[src/rtl/adder_pkg.sv]
`default_nettype none
// ============================================================================
//  Module      : adder_pkg
//  Description : Shared definitions for the chunked serial adder: FSM state
//                encoding and helpers that derive the step count and the
//                step-counter width from the operand and chunk widths.
//  Revision    : 1.0 - initial release
// ============================================================================
package adder_pkg;

    // FSM state encoding, 2 bits wide
    typedef logic [1:0] state_t;

    localparam logic [1:0] ST_IDLE = 2'd0;
    localparam logic [1:0] ST_RUN  = 2'd1;
    localparam logic [1:0] ST_DONE = 2'd2;

    // Number of chunk additions needed to cover the full operand width
    function automatic int calc_steps(input int width, input int chunk);
        return width / chunk;
    endfunction

    // Step counter width; at least one bit even when a single step suffices
    function automatic int calc_cnt_w(input int steps);
        return (steps > 1) ? $clog2(steps) : 1;
    endfunction

endpackage : adder_pkg
`default_nettype wire

[src/rtl/serial_adder_chunk_adder.sv]
`default_nettype none
// ============================================================================
//  Module      : chunk_adder
//  Description : Combinational CHUNK-bit ripple-carry adder built from
//                full-adder cells. Besides the sum and the carry-out it
//                exposes the carry into its top bit, which the parent needs
//                to derive signed overflow on the most significant chunk.
//  Revision    : 1.0 - initial release
// ============================================================================
module chunk_adder #(
    parameter int CHUNK = 1
) (
    input  logic [CHUNK-1:0] a_chunk,
    input  logic [CHUNK-1:0] b_chunk,
    input  logic             ci,
    output logic [CHUNK-1:0] s_chunk,
    output logic             co,
    output logic             c_msb
);

    // Carry chain: w_carry[i] is the carry into bit i, w_carry[CHUNK] the carry out
    logic [CHUNK:0] w_carry;

    assign w_carry[0] = ci;

    // One full-adder cell per bit of the chunk
    generate
        for (genvar i = 0; i < CHUNK; i++) begin : g_fa
            logic w_p;
            logic w_g;

            // Propagate / generate terms of this cell
            assign w_p            = a_chunk[i] ^ b_chunk[i];
            assign w_g            = a_chunk[i] & b_chunk[i];
            assign s_chunk[i]     = w_p ^ w_carry[i];
            assign w_carry[i + 1] = w_g | (w_p & w_carry[i]);
        end
    endgenerate

    assign co    = w_carry[CHUNK];
    assign c_msb = w_carry[CHUNK - 1];

endmodule : chunk_adder
`default_nettype wire

[src/rtl/serial_adder.sv]
`default_nettype none
// ============================================================================
//  Module      : serial_adder
//  Description : Multi-cycle adder. Accepts two WIDTH-bit operands and a
//                carry-in on a valid/ready handshake, adds them CHUNK bits
//                per clock (LSB chunk first) with a registered carry between
//                chunks, and presents sum, carry-out and signed overflow on
//                a second valid/ready handshake.
//  Revision    : 1.0 - initial release
// ============================================================================
module serial_adder
    import adder_pkg::*;
#(
    parameter int WIDTH = 8,
    parameter int CHUNK = 1
) (
    input  logic             clk,
    input  logic             rst,
    input  logic             in_valid,
    output logic             in_ready,
    input  logic [WIDTH-1:0] a,
    input  logic [WIDTH-1:0] b,
    input  logic             cin,
    output logic             out_valid,
    input  logic             out_ready,
    output logic [WIDTH-1:0] sum,
    output logic             cout,
    output logic             ovf,
    output logic             busy
);

    localparam int STEPS = calc_steps(WIDTH, CHUNK);
    localparam int CNT_W = calc_cnt_w(STEPS);

    localparam logic [CNT_W-1:0] LAST_STEP = CNT_W'(STEPS - 1);
    localparam logic [CNT_W-1:0] CNT_ONE   = CNT_W'(1);

    // ------------------------------------------------------------------
    // Elaboration-time parameter checks
    // ------------------------------------------------------------------
    generate
        if (WIDTH < 2) begin : g_bad_width
            $error("serial_adder: WIDTH must be at least 2");
        end
        if ((CHUNK < 1) || ((WIDTH % CHUNK) != 0)) begin : g_bad_chunk
            $error("serial_adder: CHUNK must be positive and divide WIDTH");
        end
    endgenerate

    // ------------------------------------------------------------------
    // State
    // ------------------------------------------------------------------
    state_t           state_q,  state_d;
    logic [CNT_W-1:0] cnt_q,    cnt_d;
    logic [WIDTH-1:0] a_sh_q,   a_sh_d;
    logic [WIDTH-1:0] b_sh_q,   b_sh_d;
    logic [WIDTH-1:0] sum_q,    sum_d;
    logic             carry_q,  carry_d;
    logic             ovf_q,    ovf_d;

    // ------------------------------------------------------------------
    // Chunk datapath
    // ------------------------------------------------------------------
    logic [CHUNK-1:0]       w_s_chunk;
    logic                   w_co;
    logic                   w_c_msb;
    logic [WIDTH+CHUNK-1:0] w_sum_cat;
    logic [WIDTH-1:0]       w_sum_shift;
    logic                   w_last;

    chunk_adder #(
        .CHUNK (CHUNK)
    ) u_chunk_adder (
        .a_chunk (a_sh_q[CHUNK-1:0]),
        .b_chunk (b_sh_q[CHUNK-1:0]),
        .ci      (carry_q),
        .s_chunk (w_s_chunk),
        .co      (w_co),
        .c_msb   (w_c_msb)
    );

    // New chunk enters the sum register from the MSB side; after STEPS
    // shifts the first (LSB) chunk has reached bit 0. Concatenating first
    // keeps this legal when CHUNK equals WIDTH.
    assign w_sum_cat   = {w_s_chunk, sum_q};
    assign w_sum_shift = w_sum_cat[WIDTH+CHUNK-1:CHUNK];
    assign w_last      = (cnt_q == LAST_STEP);

    // Next-state logic for the FSM, counter, shift registers and flags
    always_comb begin
        state_d = state_q;
        cnt_d   = cnt_q;
        a_sh_d  = a_sh_q;
        b_sh_d  = b_sh_q;
        sum_d   = sum_q;
        carry_d = carry_q;
        ovf_d   = ovf_q;

        case (state_q)
            ST_IDLE: begin
                // in_ready is high whenever the FSM is idle out of reset;
                // reset itself overrides everything in the flop block.
                if (in_valid) begin
                    a_sh_d  = a;
                    b_sh_d  = b;
                    carry_d = cin;
                    cnt_d   = '0;
                    sum_d   = '0;
                    ovf_d   = 1'b0;
                    state_d = ST_RUN;
                end
            end

            ST_RUN: begin
                a_sh_d  = a_sh_q >> CHUNK;
                b_sh_d  = b_sh_q >> CHUNK;
                sum_d   = w_sum_shift;
                carry_d = w_co;
                cnt_d   = cnt_q + CNT_ONE;
                if (w_last) begin
                    // Top chunk: carry into the MSB versus carry out of it
                    ovf_d   = w_c_msb ^ w_co;
                    cnt_d   = '0;
                    state_d = ST_DONE;
                end
            end

            ST_DONE: begin
                // Result is held until the consumer takes it
                if (out_ready) begin
                    state_d = ST_IDLE;
                end
            end

            default: begin
                state_d = ST_IDLE;
            end
        endcase
    end

    // State registers with synchronous active-high reset
    always_ff @(posedge clk) begin
        if (rst) begin
            state_q <= ST_IDLE;
            cnt_q   <= '0;
            a_sh_q  <= '0;
            b_sh_q  <= '0;
            sum_q   <= '0;
            carry_q <= 1'b0;
            ovf_q   <= 1'b0;
        end else begin
            state_q <= state_d;
            cnt_q   <= cnt_d;
            a_sh_q  <= a_sh_d;
            b_sh_q  <= b_sh_d;
            sum_q   <= sum_d;
            carry_q <= carry_d;
            ovf_q   <= ovf_d;
        end
    end

    // ------------------------------------------------------------------
    // Outputs: all registered except in_ready, which also masks on rst
    // ------------------------------------------------------------------
    assign in_ready  = (state_q == ST_IDLE) && !rst;
    assign out_valid = (state_q == ST_DONE);
    assign busy      = (state_q != ST_IDLE);
    assign sum       = sum_q;
    assign cout      = carry_q;
    assign ovf       = ovf_q;

endmodule : serial_adder
`default_nettype wire

[config.mk]
export PLATFORM = sky130hd
export DESIGN_NAME = serial_adder
export DESIGN_NICKNAME = d
export VERILOG_FILES = /design/src/rtl/adder_pkg.sv /design/src/rtl/serial_adder_chunk_adder.sv /design/src/rtl/serial_adder.sv
export SDC_FILE = /design/constraint.sdc
export NUM_CORES = 1
export LEC_CHECK = 0
export ABC_AREA = 1
export CAP_MARGIN = 40
export CORE_MARGIN = 2
export CORE_UTILIZATION = 55
export CTS_BUF_LIST = sky130_fd_sc_hd__clkbuf_2
export CTS_CLUSTER_SIZE = 10
export DETAILED_ROUTE_END_ITERATION = 10
export GPL_TIMING_DRIVEN = 0
export HOLD_SLACK_MARGIN = 0.06
export PLACE_DENSITY = 0.89
export SYNTH_ARGS = -nofsm -noshare
export SYNTH_HDL_FRONTEND = slang
export SYNTH_SLANG_ARGS = --single-unit
[constraint.sdc]
create_clock -name clk -period 3.5 [get_ports clk]
set_input_delay 0.35 -clock clk [delete_from_list [all_inputs] [get_ports clk]]
set_output_delay 0.35 -clock clk [all_outputs]
set_load 0.01 [all_outputs]
After elaboration in Yosys (flattened, before gate mapping)
Cells that the tools add are included.
{"block": "classes", "reduce_logical": 8, "n_addsub": 1, "eq_ne": 6, "bitwise": 6, "mux": 18}
{"op": "$pmux 8 s2", "n": 3}
{"op": "$mux 8", "n": 3}
{"op": "$mux 2", "n": 3}
{"op": "$mux 3", "n": 2}
{"op": "$pmux 2 s3", "n": 1}
{"op": "$pmux 3 s2", "n": 1}
{"op": "$reduce_and 3->1", "n": 2}
{"op": "$ne 2x2->1 const B", "n": 2}
{"op": "$pmux 1 s2", "n": 2}
{"op": "$reduce_bool 2->1", "n": 2}
{"op": "$add 3x1->3 const B", "n": 1}
{"op": "$eq 3x3->1 const B", "n": 1}
{"op": "$mux 1", "n": 3}
{"op": "$xor 1x1->1", "n": 3}
{"op": "$and 1x1->1", "n": 2}
{"op": "$eq 2x1->1 const B", "n": 1}
{"op": "$eq 2x2->1 const B", "n": 1}
{"op": "$logic_not 2->1", "n": 1}
{"op": "$ne 2x1->1 const B", "n": 1}
{"op": "$reduce_and 2->1", "n": 1}
{"op": "$logic_and 1x1->1", "n": 1}
{"op": "$logic_not 1->1", "n": 1}
{"op": "$or 1x1->1", "n": 1}
{"block": "word_totals", "reg_bits": 31, "out_inout_bits": 13, "input_bits": 21}

Logic depth before layout (Yosys ltp)
{"block": "depth", "ltp_word": 6, "ltp_mapped": 8, "mapped_depth_nobuf": 8}

Cells and area by module
From an unflattened synthesis, not the netlist that was laid out.
{"block": "unflattened", "hier_cells": 237, "area_unflattened_um2": 1500.2}
{"module": "serial_adder", "seq_area_each_um2": 620.6, "instances": 1, "cells_each": 235, "area_per_inst_um2": 1472.7}
{"module": "chunk_adder", "seq_area_each_um2": 0.0, "instances": 1, "cells_each": 2, "area_per_inst_um2": 27.5}

Least setup slack after synthesis
OpenSTA, ideal clock, no wires.
{"block": "synth_path", "path_kind": "register -> register", "from": "register carry_q, in the netlist cout", "to": "register sum_q[7], in the netlist sum[7]", "t_arrival_ns": 1.310, "path_stages_with_launch": 5, "path_buffers": 0, "setup_slack_ns": 2.120, "synth_period_minus_slack_ns": 1.380, "path_cell_list": "dfxtp_1 inv_1 fa_1 or2_2 a21oi_1"}
{"block": "synth_between", "elab_chain_len": 2}
{"item": "from (decl)", "line_no": "serial_adder.sv:58", "source": "logic carry_q, carry_d;"}
{"item": "from (signal assigned)", "line_no": "serial_adder.sv:157", "source": "carry_q <= carry_d;"}
{"item": "$xor 1x1->1", "line_no": "serial_adder_chunk_adder.sv:35", "source": "assign s_chunk[i] = w_p ^ w_carry[i];"}
{"item": "$pmux 8 s2", "line_no": "serial_adder.sv:99", "source": "case (state_q)"}
{"item": "to (signal assigned)", "line_no": "serial_adder.sv:156", "source": "sum_q <= sum_d;"}
{"item": "to (decl)", "line_no": "serial_adder.sv:57", "source": "logic [WIDTH-1:0] sum_q, sum_d;"}
No other way between the ends.
A chain may end at the register's enable or synchronous reset.

Final worst setup path
{"block": "layout_path", "from": "register state_q[0]", "to": "output port in_ready"}
{"block": "layout_between", "elab_chain_len": 2}
{"item": "from (decl)", "line_no": "serial_adder.sv:53", "source": "state_t state_q, state_d;"}
{"item": "from (signal assigned)", "line_no": "serial_adder.sv:152", "source": "state_q <= state_d;"}
{"item": "$logic_not 2->1", "line_no": "serial_adder.sv:165", "source": "assign in_ready = (state_q == ST_IDLE) && !rst;"}
{"item": "$logic_and 1x1->1", "line_no": "serial_adder.sv:165"}
{"item": "to (decl)", "line_no": "serial_adder.sv:20", "source": "output logic in_ready,"}
No other way between the ends.

==> flow_summary.ini <==
[clock_network]
cts_tree = done
cts-root-buf = clkbuf_2
post_cts_buffers = 0
ctsResizeCount = 0
clkLatencyLatePin_ns = 0.37
cts.sinks = 31
clkTransAtPathRegs_ns = 0.15
cts_buffer_depth = 2
holdBufCountCts = 0
cts_htree_levels = 2
cts_buffers = 5

[power]
seqPwrFrac_pct = 55.6
switchingPower_uw = 210
powerDensity_nw_per_um2 = 368
power.share.clock_pct = 22.9
vdd.ir_drop.worst_mv = 0.343
p_comb_share_pct = 21.5
p_sw_share_pct = 30.2
intPower_uw = 486
finalPower_uw = 697
p_leak_nw = 0.898

[yosys]
synth_top_cell_by_area = dfxtp_1
syn-instance-count = 234
synth_nets = 259
synth_area_um2 = 1500
yosys-top-cells-area = dfxtp_1, nand2_1, nor2_1, inv_1, a21oi_1
synth_seq_cells = 31
yosys_warnings = 0
synth-seq-area-share_pct = 41.3
synth_cell_type_count = 18
postSynthAreaPerCell_um2 = 6.42
yosysTopAreaCellShare_pct = 41.3

[run]
maxCapViolCount = 0

[route]
drtIter0Drc = 56
avgViaCountPerCell = 4.67
vias = 1416
routed_wl_um = 3050
drc = 0
drt-wirelength-per-cell_um = 10.1
ant_nets = 0
first_pass_iters = 5

[die]
die_x_um = 56.3
std_cell_rows = 18
coreArea_um2 = 2520
die_y_um = 56.3
dieArea_um2 = 3160
initial_core_util_pct = 59.5
num_io_pins = 34

[final_layout]
n_antenna_cell = 0
nets = 298
nFillCells = 223
layout-drive-gt1-share_pct = 6.96
syn2layout_area_growth_pct = 26.1
fin_util_pct = 75.0

[sta]
grt_setup_unrepaired = false
tns_ns = 0
drv_slew = 0
final.setup.worst_slack_ns = 1.42
timing.fmax_mhz = 480
setup_violations = 0
period_minus_slack_ns = 2.08
relSlewSlack_pct = 70.2
finalCritPeriodShare_pct = 59.5
worst_pin_slew_ns = 0.448
hold_violations = 0
clock-skew-final_ns = 0.0138

[min_path]
hold_class = in2reg

[worst_setup_path]
crit_fanout = 6
arrival_ns = 1.73
critPathLaunchType = flop
endpoint_kind = primary output
worstPathRequired_ns = 3.15
critical_path_class = reg2out

[outcome]
status = finished clean

[grt]
grt_start_max_net_pins = 11
grt_usage_pct = 21.3
overflow = 0
grt_pass1_wl_um = 5300
antenna_found_initial = 0
grt_pass1_vias = 1282

[place]
dp_slack_ns = 1.65
place.gp.congestion = 0.771
hpwl_um = 2230
portBuffers = 32
## cell type report
class,instances,area [µm²],share of cell area (%)
clock buffer,5,25.0,1.32
clock inverter,2,8.76,0.463
buffer,10,65.1,3.44
multi-input combinational,169,726,38.3
timing repair buffer,32,320,16.9
tap,30,37.5,1.98
inverter,24,90.1,4.76
sequential,31,621,32.8
## critical path, cell delays in order, from the launching register on
cell and delay (ns):
dfxtp_1 0.39, nor2_1 0.24, inv_1 0.09, nor2_1 0.10, clkdlybuf4s50_1 0.55
## registers in the layout, summed over array words and instances, names as in the netlist
signal / cells
cnt_q: 3
a_sh_q: 8
sum: 8
cout: 1
b_sh_q: 8
ovf: 1
state_q: 2
## synthesized netlist by cell type (all sizes together)
library cell  count
a21oi            15
nand2           107
dfxtp            31
buf               8
nand3b            1
o21ai             1
clkbuf            2
or2               1
fa                1
ha                3
nand3             5
nor2             35
inv              24
## cells by family after synthesis
logic type / synth area share [%]
AOI/OAI and AO/OA: 5.58
adders and majority gates: 3.83
buffers and inverters: 10.3
and+or+nand+nor: 38.9
DFF: 41.3
## power by group through the flow
| stage | Sequential [mW] | Clock, mW | Combinational [mW] |
|---|---|---|---|
| detailed placement | 0.395 | 0 | 0.150 |
| finish | 0.387 | 0.160 | 0.150 |
| floorplan | 0.394 | 0 | 0.0962 |
| global placement | 0.394 | 0 | 0.147 |
| global route | 0.390 | 0.178 | 0.172 |
| CTS | 0.387 | 0.161 | 0.151 |
## layer usage
metal	vias up	wire (µm)	GRT usage, %
li1	773	-	-
met1	603	1450	26.3
met2	33	1400	34.5
met3	7	150	7.14
met4	0	51	8.16
met5	-	0	0
## layout by cell type (no fill, tap or decap), drive strengths merged
cell type,instances
nand3,5
a21oi,15
clkdlybuf4s50,32
nor2,35
buf,8
fa,1
inv,24
ha,3
nand3b,1
nand2,107
dfxtp,31
clkinv,2
or2,1
clkbuf,7
o21ai,1
## worst paths after layout
path	startpoint	end	slack [ns]	cells past startpoint
hold reg to reg	sum[0]	sum[0]	0.47	2
setup reg to reg	cout	sum[7]	2.09	4
hold / removal	rst	a_sh_q[7]	0.22	2
setup / recovery	state_q[0]	in_ready	1.42	4
## through the flow
step / std cells / hold slack [ns] / area (µm²)
6_report: 303 / 0.222 / 1890
2_1_floorplan: 234 / 0.440 / 1500
3_3_place_gp: 296 / 0.450 / 1860
4_1_cts: 303 / 0.213 / 1890
3_5_place_dp: 296 / 0.456 / 1860
5_1_grt: 303 / 0.218 / 1890
Power figures use the tool's default switching activity.
